### src/rtl/fetch_stage.sv
// fetch_stage: IF stage of the 5-stage RV32I core.
// Owns the fetch PC, drives the instruction-memory address and registers
// fetched instructions into the IF/ID pipeline register for decode.
module fetch_stage #(
    parameter int unsigned            word_width = 32,
    parameter logic [word_width-1:0]  RESET_PC   = '0,
    parameter logic [word_width-1:0]  NOP_INSTR  = word_width'(32'h0000_0013)
) (
    input  logic                  clk,
    input  logic                  reset,
    input  logic                  StallF,
    input  logic                  StallD,
    input  logic                  FlushD,
    input  logic                  PCSrcE,
    input  logic [word_width-1:0] PCTargetE,
    output logic [word_width-1:0] imem_addr,
    input  logic [word_width-1:0] imem_rdata,
    input  logic                  imem_ready,
    output logic [word_width-1:0] PCF,
    output logic [word_width-1:0] InstrD,
    output logic [word_width-1:0] PCD,
    output logic [word_width-1:0] PCPlus4D,
    output logic                  ValidD,
    output logic                  MisalignF
);

    // Fetch-side state
    logic [word_width-1:0] pc_q, pc_d;
    logic [word_width-1:0] pcplus4_f;
    logic [word_width-1:0] target_aligned;
    logic                  misalign_q, misalign_d;

    // IF/ID pipeline register
    logic [word_width-1:0] instr_q, instr_d;
    logic [word_width-1:0] pcd_q, pcd_d;
    logic [word_width-1:0] pcp4d_q, pcp4d_d;
    logic                  valid_q, valid_d;

    // Sequential PC increment; wraps modulo 2^word_width.
    assign pcplus4_f      = pc_q + word_width'(4);
    // Redirect targets are forced onto a word boundary.
    assign target_aligned = {PCTargetE[word_width-1:2], 2'b00};

    // Next fetch PC: redirect beats stall and memory wait, else step by 4.
    always_comb begin
        pc_d = pc_q;
        if (PCSrcE) begin
            pc_d = target_aligned;
        end else if (StallF || !imem_ready) begin
            pc_d = pc_q;
        end else begin
            pc_d = pcplus4_f;
        end
    end

    // Sticky flag for any redirect whose target was not word aligned.
    always_comb begin
        misalign_d = misalign_q;
        if (PCSrcE && (PCTargetE[1:0] != 2'b00)) begin
            misalign_d = 1'b1;
        end
    end

    // IF/ID next state: flush beats stall; a memory wait inserts a bubble.
    always_comb begin
        instr_d = instr_q;
        pcd_d   = pcd_q;
        pcp4d_d = pcp4d_q;
        valid_d = valid_q;
        if (FlushD) begin
            instr_d = NOP_INSTR;
            pcd_d   = '0;
            pcp4d_d = '0;
            valid_d = 1'b0;
        end else if (StallD) begin
            instr_d = instr_q;
            pcd_d   = pcd_q;
            pcp4d_d = pcp4d_q;
            valid_d = valid_q;
        end else if (imem_ready) begin
            instr_d = imem_rdata;
            pcd_d   = pc_q;
            pcp4d_d = pcplus4_f;
            valid_d = 1'b1;
        end else begin
            instr_d = NOP_INSTR;
            pcd_d   = '0;
            pcp4d_d = '0;
            valid_d = 1'b0;
        end
    end

    // Fetch-side registers with synchronous reset.
    always_ff @(posedge clk) begin
        if (reset) begin
            pc_q       <= RESET_PC;
            misalign_q <= 1'b0;
        end else begin
            pc_q       <= pc_d;
            misalign_q <= misalign_d;
        end
    end

    // IF/ID register with synchronous reset to a bubble.
    always_ff @(posedge clk) begin
        if (reset) begin
            instr_q <= NOP_INSTR;
            pcd_q   <= '0;
            pcp4d_q <= '0;
            valid_q <= 1'b0;
        end else begin
            instr_q <= instr_d;
            pcd_q   <= pcd_d;
            pcp4d_q <= pcp4d_d;
            valid_q <= valid_d;
        end
    end

    assign imem_addr = pc_q;
    assign PCF       = pc_q;
    assign InstrD    = instr_q;
    assign PCD       = pcd_q;
    assign PCPlus4D  = pcp4d_q;
    assign ValidD    = valid_q;
    assign MisalignF = misalign_q;

endmodule

### config.mk
export PLATFORM = sky130hd
export DESIGN_NAME = fetch_stage
export DESIGN_NICKNAME = d
export VERILOG_FILES = /design/src/rtl/fetch_stage.sv
export SDC_FILE = /design/constraint.sdc
export NUM_CORES = 1
export LEC_CHECK = 0
export BUFFER_PORTS_ARGS = -buffer_cell sky130_fd_sc_hd__buf_2
export CAP_MARGIN = 40
export CORE_MARGIN = 2
export CORE_UTILIZATION = 44
export DETAILED_ROUTE_END_ITERATION = 6
export PLACE_DENSITY = 0.82
export RECOVER_POWER = 50
export REMOVE_ABC_BUFFERS = 1
export SYNTH_ARGS = -nofsm -noshare
export SYNTH_HDL_FRONTEND = slang
export SYNTH_SLANG_ARGS = --single-unit
export TNS_END_PERCENT = 50
### constraint.sdc
create_clock -name clk -period 1.8 [get_ports clk]
set_input_delay 0.18 -clock clk [delete_from_list [all_inputs] [get_ports clk]]
set_output_delay 0.18 -clock clk [all_outputs]
set_load 0.02 [all_outputs]
==> metrics.md, run 1 <==
| Metric | Value |
|---|---|
| Max Slew Vio Count | `0` |
| Cts bufs inserted | `17` |
| Synth Area in Adders | `0.00220` |
| Nets | `950` |
| Slowest cell delay on critical path | `340 ps` |
| Fin. Hold Viols | `0` |
| VDD IR max | `0.619 mV` |
| Clock transition at path regs | `50 ps` |
| Clock root buffer master | `clkbuf_16` |
| Crit share post-route | `0.988` |
| H-Tree Depth | `4` |
| Slew @ Worst Pin | `562 ps` |
| Die area | `13,800 sq um` |
| Drt total wl | `17.2 mm` |
| Mux contribution to synthesized area | `0.00352` |
| CP Buf/Inv Count | `1` |
| Cell family with most CP delay | `compound AO/OA/AOI/OAI gates` |
| Starting DRT DRC Count | `455` |
| Cell variety after synth | `50` |
| Synth cell count leaders | `dfxtp_1, nor2_1, a22oi_1, nand2_1, xnor2_1` |
| Leak Pwr | `3.13 nW` |
| Share of layout cells above drive strength 1 | `0.303` |
| Via count | `5,452` |
| Clk buf depth | `2` |
| Setup ws final | `21.2 ps` |
| Vias in the first global route | `5,264` |
| Die Span Y | `118 um` |
| Minimum clock period | `1780 ps` |
| Mapped Cells | `647` |
| XOR/XNOR Fraction of Synth Area | `0.0802` |
| Ys flop type | `dfxtp_1` |
| Initial core utilization | `0.450` |
| PortBufs | `224` |
| Final setup fails | `0` |
| Largest family of logic cells by synthesized area | `simple AND/OR/NAND/NOR gates` |
| Register area share after synthesis | `0.437` |
| Total core area | `12,600 sq um` |
| Routed Antenna Nets | `0` |
| Warnings, synthesis | `0` |
| First-pass GRT wire length | `27.1 mm` |
| Power density over the cells | `944 nW/um^2` |
| Drt drc | `0` |
| Worst setup path category | `flop to flop` |
| Most frequent cell after synthesis | `dfxtp_1` |
| Critical path peak fanout | `6` |
| Achievable Freq | `562 MHz` |
| Post-Synth Simple-Gate Area | `0.214` |
| Ports | `233` |
| EDFF count, synth | `0` |
| Initial antenna violation count | `1` |
| Post-synthesis compound-gate area fraction | `0.152` |
| Max-cap check violation count | `0` |
| Synthesized area | `5680 sq um` |
| Critical Path RT | `2080 ps` |
| Status | `finished clean` |
| Detailed Routing Iterations Pass 1 | `5` |
| Largest net degree at the start of global routing | `49` |
| Slowest CP cell | `dfxtp_2` |
| FF+latch count, synth | `124` |
| Area delta synth->final | `34.5%` |
| Remaining global-route overflow | `0` |
| Worst Path Arrival | `2060 ps` |
| Clock Latency Late Sink | `410 ps` |
| Area leader, netlist | `dfxtp_1` |
| Cell Chain, Critical Path | `ha_2 > and3_4 > nand4_4 > buf_6 > o21a_1 > o21ai_0 > a21oi_1` |
| Yosys top cell area share | `0.437` |
| Pre-CTS setup slack | `-41.9 ps` |
| Worst Skew | `8.74 ps` |
| Mapped Avg Cell Area | `8.78 sq um` |
| Unrepaired setup endpoints after global routing | `yes` |
| Post-synthesis async set-or-reset flop share | `0` |
| Total negative slack | `0 ps` |
| Die Width | `118 um` |
| Vias per cell | `5.13` |
| Overall routing resource usage | `0.245` |
| Crit end category | `flop` |
| CTS tree | `done` |
| Startpoint types | `flop` |
| Slew Limit Headroom | `0.625` |
| Detailed Place HPWL | `12.0 mm` |
| Rows | `41` |
| Worst Hold Class | `input port to flop` |
| Routability congestion estimate from global placement | `0.859` |
| Routed length per instance | `16.2 um` |
| Clock sinks | `124` |
| Area contributors post-synth | `dfxtp_1, a22oi_1, xnor2_1, nor2_1, buf_4` |
[worst reg2reg max path, cell delays in order, from the launching register on]
cell and delay, ps:
dfxtp_2 340, ha_2 180, and3_4 220, nand4_4 190, buf_6 210, o21a_1 190
o21ai_0 220, a21oi_1 100
[layout by cell type (no fill, tap or decap), types with 3 or more instances in the layout]
cell type and instances:
a211oi_1 14, a21oi_1 21, a22oi_1 57, a311oi_1 3
and3_1 10, and3_2 3, and4_4 3, buf_2 152
buf_4 43, buf_6 4, bufinv_16 3, clkbuf_1 86
clkbuf_16 17, clkbuf_8 3, clkinv_2 3, conb_1 8
dfxtp_1 122, dlygate4sd3_1 16, inv_1 6, nand2_1 49
nand3_1 11, nand4_1 9, nand4_4 3, nor2_1 102
nor3_1 14, nor3_2 11, nor4_4 3, o21ai_0 13
o21ai_1 14, o22ai_1 3, or3_1 3, xnor2_1 47
xor2_1 4
[per-stage QoR]
stage          power (mW)  hold slack (ps)  instance area, sq um   util  std cells
2_1_floorplan        3.38              248                  5100      -        559
3_3_place_gp         3.80              409                  6900  0.547       1012
3_5_place_dp         3.82              417                  6900  0.547       1012
4_1_cts              7.28            0.383                  7680  0.608       1059
5_1_grt              7.50             10.7                  7640  0.606       1063
6_report             7.22             7.17                  7640  0.606       1063
[state kept, by name (all words and copies together) (netlist names)]
| name | count |
|---|---|
| PCPlus4D | 30 |
| InstrD | 32 |
| PCD | 30 |
| PCF | 30 |
| MisalignF | 1 |
| ValidD | 1 |
[per-layer routing]
layer | wire length (um) | track usage | vias up
met1 | 7180 | 0.299 | 2528
met3 | 1230 | 0.0635 | 32
met2 | 8360 | 0.403 | 246
li1 | - | - | 2646
met4 | 446 | 0.113 | 0
met5 | 0 | 0 | -
[power by group]
part           leakage [nW]  switching [mW]  internal, mW  total (mW)
Sequential             1.01          0.0544          2.83        2.88
Combinational          1.83           0.567         0.340       0.907
Clock                 0.290            1.16          2.27        3.43
Total                  3.13            1.78          5.44        7.22
[cells by family after synthesis]
family | count (synthesis)
AOI/OAI and AO/OA | 130
muxes | 2
xor gates and xnor gates | 52
DFF | 124
adders and majority gates | 1
and+or+nand+nor | 236
other | 1
buffers and inverters | 101
[final cells by class]
type                       instances  area [sq um]
fill                            1154          4980
multi-input combinational        430          2690
sequential                       124          2480
timing repair buffer             299          1640
clock buffer                      24           482
tap                              172           215
clock inverter                     7           113
inverter                           6          22.5
antenna                            1          2.50
[worst paths after layout]
kind | endpoint | slack [ps] | startpoint | depth (start not counted)
min reg2reg | PCPlus4D[30] | 440 | PCPlus4D[30] | 2
max | PCF[20] | 20 | PCF[3] | 7
max reg2reg | PCF[20] | 20 | PCF[3] | 7
min | InstrD[24] | 7 | imem_rdata[24] | 3
[timing repair]
item	in CTS	in global routing
hold buffers	16	0
gates resized for setup	6	14
buffers inserted	0	2
endpoints found under the setup margin	11	15
endpoints found under the hold margin	16	0
pin swaps	1	7
gates cloned	0	1
No activity file was read; power rests on OpenSTA's default activity.
==> run 2: changes to the inputs <==
--- a/config.mk
+++ b/config.mk
@@ -7,10 +7,12 @@
 export LEC_CHECK = 0
 export BUFFER_PORTS_ARGS = -buffer_cell sky130_fd_sc_hd__buf_2
 export CAP_MARGIN = 40
+export CELL_PAD_IN_SITES_DETAIL_PLACEMENT = 1
+export CELL_PAD_IN_SITES_GLOBAL_PLACEMENT = 1
 export CORE_MARGIN = 2
-export CORE_UTILIZATION = 44
+export CORE_UTILIZATION = 31
 export DETAILED_ROUTE_END_ITERATION = 6
-export PLACE_DENSITY = 0.82
+export PLACE_DENSITY = 0.8
 export RECOVER_POWER = 50
 export REMOVE_ABC_BUFFERS = 1
 export SYNTH_ARGS = -nofsm -noshare
==> metrics.md, run 2 (synthesized netlist as in run 1, its figures left out) <==
| Metric | Value |
|---|---|
| Status | `finished clean` |
| Hold Path End | `InstrD[1]` |
| Final setup fails | `0 (unchanged)` |
| Unrepaired setup endpoints after global routing | `yes` |
| Worst Hold Class | `input port to flop` |
| Via count | `5,541 (+1.6%)` |
| Pre-CTS setup slack | `-10.5 ps (+31.4 ps)` |
| Crit end category | `flop` |
| Total core area | `18,000 sq um (+42%)` |
| Die Width | `139 um (+18%)` |
| Worst R2R End | `PCF[28]` |
| Initial core utilization | `0.316 (-0.134)` |
| Slew @ Worst Pin | `612 ps (+50.4 ps)` |
| Routed Antenna Nets | `0 (unchanged)` |
| VDD IR max | `0.657 mV (+6.1%)` |
| Most common cell after layout, fill and taps aside | `buf_2` |
| RR Startpoint | `PCF[2]` |
| Max-cap check violation count | `0 (unchanged)` |
| FF-to-FF setup slack | `60 ps (+40 ps)` |
| Fin area | `7920 sq um (+3.6%)` |
| PortBufs | `224 (unchanged)` |
| Rows | `49 (+20%)` |
| Worst Reg-to-Reg Cells | `7 (unchanged)` |
| Starting DRT DRC Count | `222 (-51%)` |
| Drt total wl | `20.3 mm (+18%)` |
| Cell area after placement | `6910 sq um (+0.13%)` |
| # fillers | `2,146 (+86%)` |
| Crit share post-route | `0.966 (-0.0227)` |
| Clk buf depth | `2 (unchanged)` |
| H-Tree Depth | `4 (unchanged)` |
| Overall routing resource usage | `0.207 (-0.0374)` |
| Drt drc | `0 (unchanged)` |
| Fin. Hold Viols | `0 (unchanged)` |
| Max reg flops | `32 (unchanged)` |
| Clock Latency Late Sink | `420 ps (about the same)` |
| Largest net degree at the start of global routing | `54 (+10%)` |
| Power density over the cells | `939 nW/um^2 (-0.51%)` |
| Detailed Place HPWL | `14.2 mm (+19%)` |
| Clock transition at path regs | `60 ps (about the same)` |
| Routability congestion estimate from global placement | `0.788 (-8.2%)` |
| Initial antenna violation count | `4 (+3)` |
| Nets | `961 (+1.2%)` |
| Slew Limit Headroom | `0.592 (-0.0328)` |
| Die Span Y | `139 um (+18%)` |
| First-pass GRT wire length | `31.9 mm (+17%)` |
| Leak Pwr | `3.47 nW (+11%)` |
| Share of layout cells above drive strength 1 | `0.384 (+0.0802)` |
| Clock sinks | `124 (unchanged)` |
| Cts bufs inserted | `17 (unchanged)` |
| Setup ws final | `62.0 ps (+40.8 ps)` |
| Worst Skew | `3.64 ps (-5.10 ps)` |
| Minimum clock period | `1740 ps (-40.8 ps)` |
| Die area | `19,400 sq um (+40%)` |
| Clock root buffer master | `clkbuf_16` |
| Worst Path Arrival | `2070 ps (about the same)` |
| Max Slew Vio Count | `0 (unchanged)` |
| Area delta synth->final | `39.4%` |
| CTS tree | `done` |
| Worst Hold Launch | `imem_rdata[1]` |
| Ports | `233 (unchanged)` |
| Routed length per instance | `17.9 um (+11%)` |
| Min-Delay Path Depth | `3 (unchanged)` |
| Remaining global-route overflow | `0 (unchanged)` |
| Critical Path RT | `2130 ps (+50 ps)` |
| Vias per cell | `4.88 (-4.8%)` |
| Critical path peak fanout | `4 (-2)` |
| Achievable Freq | `575 MHz (+2.3%)` |
| Worst setup path category | `flop to flop` |
| Most frequent cells in the layout | `buf_2, dfxtp_1, nor2_1` |
| Startpoint types | `flop` |
| Detailed Routing Iterations Pass 1 | `6 (+1)` |
| Vias in the first global route | `5,878 (+12%)` |
==> run 2: cell types whose count changed in the layout (fill, tap and decap cells not counted), sizes merged <==
cell / delta
bufinv: +1
dlygate4sd3: +18
buf: +76
clkinvlp: +3
diode: +3
nand4: -1
clkbuf: -86
clkinv: +1
==> run 2: routing by layer <==
layer	wire, um	track usage	vias to the layer above
met4	436	0.0808	0
met3	1060	0.0465	27
met2	10200	0.360	165
met1	8640	0.250	2686
li1	-	-	2663
met5	0	0	-
==> run 2: metrics by stage <==
stage / hold WS (ps) / instances / utilization / TNS, ps / power [mW]
after detailed placement: 420 / 1064 / 0.385 / -10.6 / 3.83
after global placement: 408 / 1064 / 0.385 / 0 / 3.81
after floorplan: 248 / 559 / - / -78070 / 3.38
after global routing: 7.87 / 1135 / 0.441 / -12.6 / 7.72
after CTS: 0.0745 / 1130 / 0.439 / 0 / 7.52
final: 15.1 / 1135 / 0.441 / 0 / 7.44
==> run 2: layout make-up <==
cell class              count  area, sq um  share of cell area
clock buffers              20          447              0.0564
inverters                   6         22.5             0.00284
multi-input cells         429         2640               0.333
clock inverters            12          170              0.0215
repair buffers            311         1860               0.235
well taps                 229          287              0.0362
flip-flops and latches    124         2490               0.314
diodes                      4         10.0             0.00126
==> run 2: timing repair <==
item	in CTS	in global routing
pin swaps	0	1
hold buffers	34	0
hold endpoints to repair	32	0
buffers inserted	0	1
setup endpoints to repair	3	23
gates resized for setup	2	8
==> run 2: power breakdown <==
group	switching [mW]	internal, mW	leakage [nW]
combinational	0.588	0.370	2.17
sequential	0.0567	2.82	1.01
clock	1.26	2.34	0.292
total	1.91	5.54	3.47
==> run 2: critical path, stage by stage (launching register included) <==
cell and delay [ps]:
dfxtp_2 350, ha_1 170, and3_4 220, nand4_2 130, buf_4 190, nor3_2 230
xnor2_1 120, a211oi_2 240
==> run 2: worst max path at each step <==
stage	from	end	slack (ps)	depth (start not counted)
floorplan	StallD	PCPlus4D[11]	-1520	3
global placement	PCF[2]	PCF[18]	70	7
detailed placement	PCF[2]	PCF[28]	-10	7
CTS	PCF[2]	PCF[31]	10	5
global route	PCF[18]	PCPlus4D[24]	-6	6
finish	PCF[2]	PCF[28]	60	7
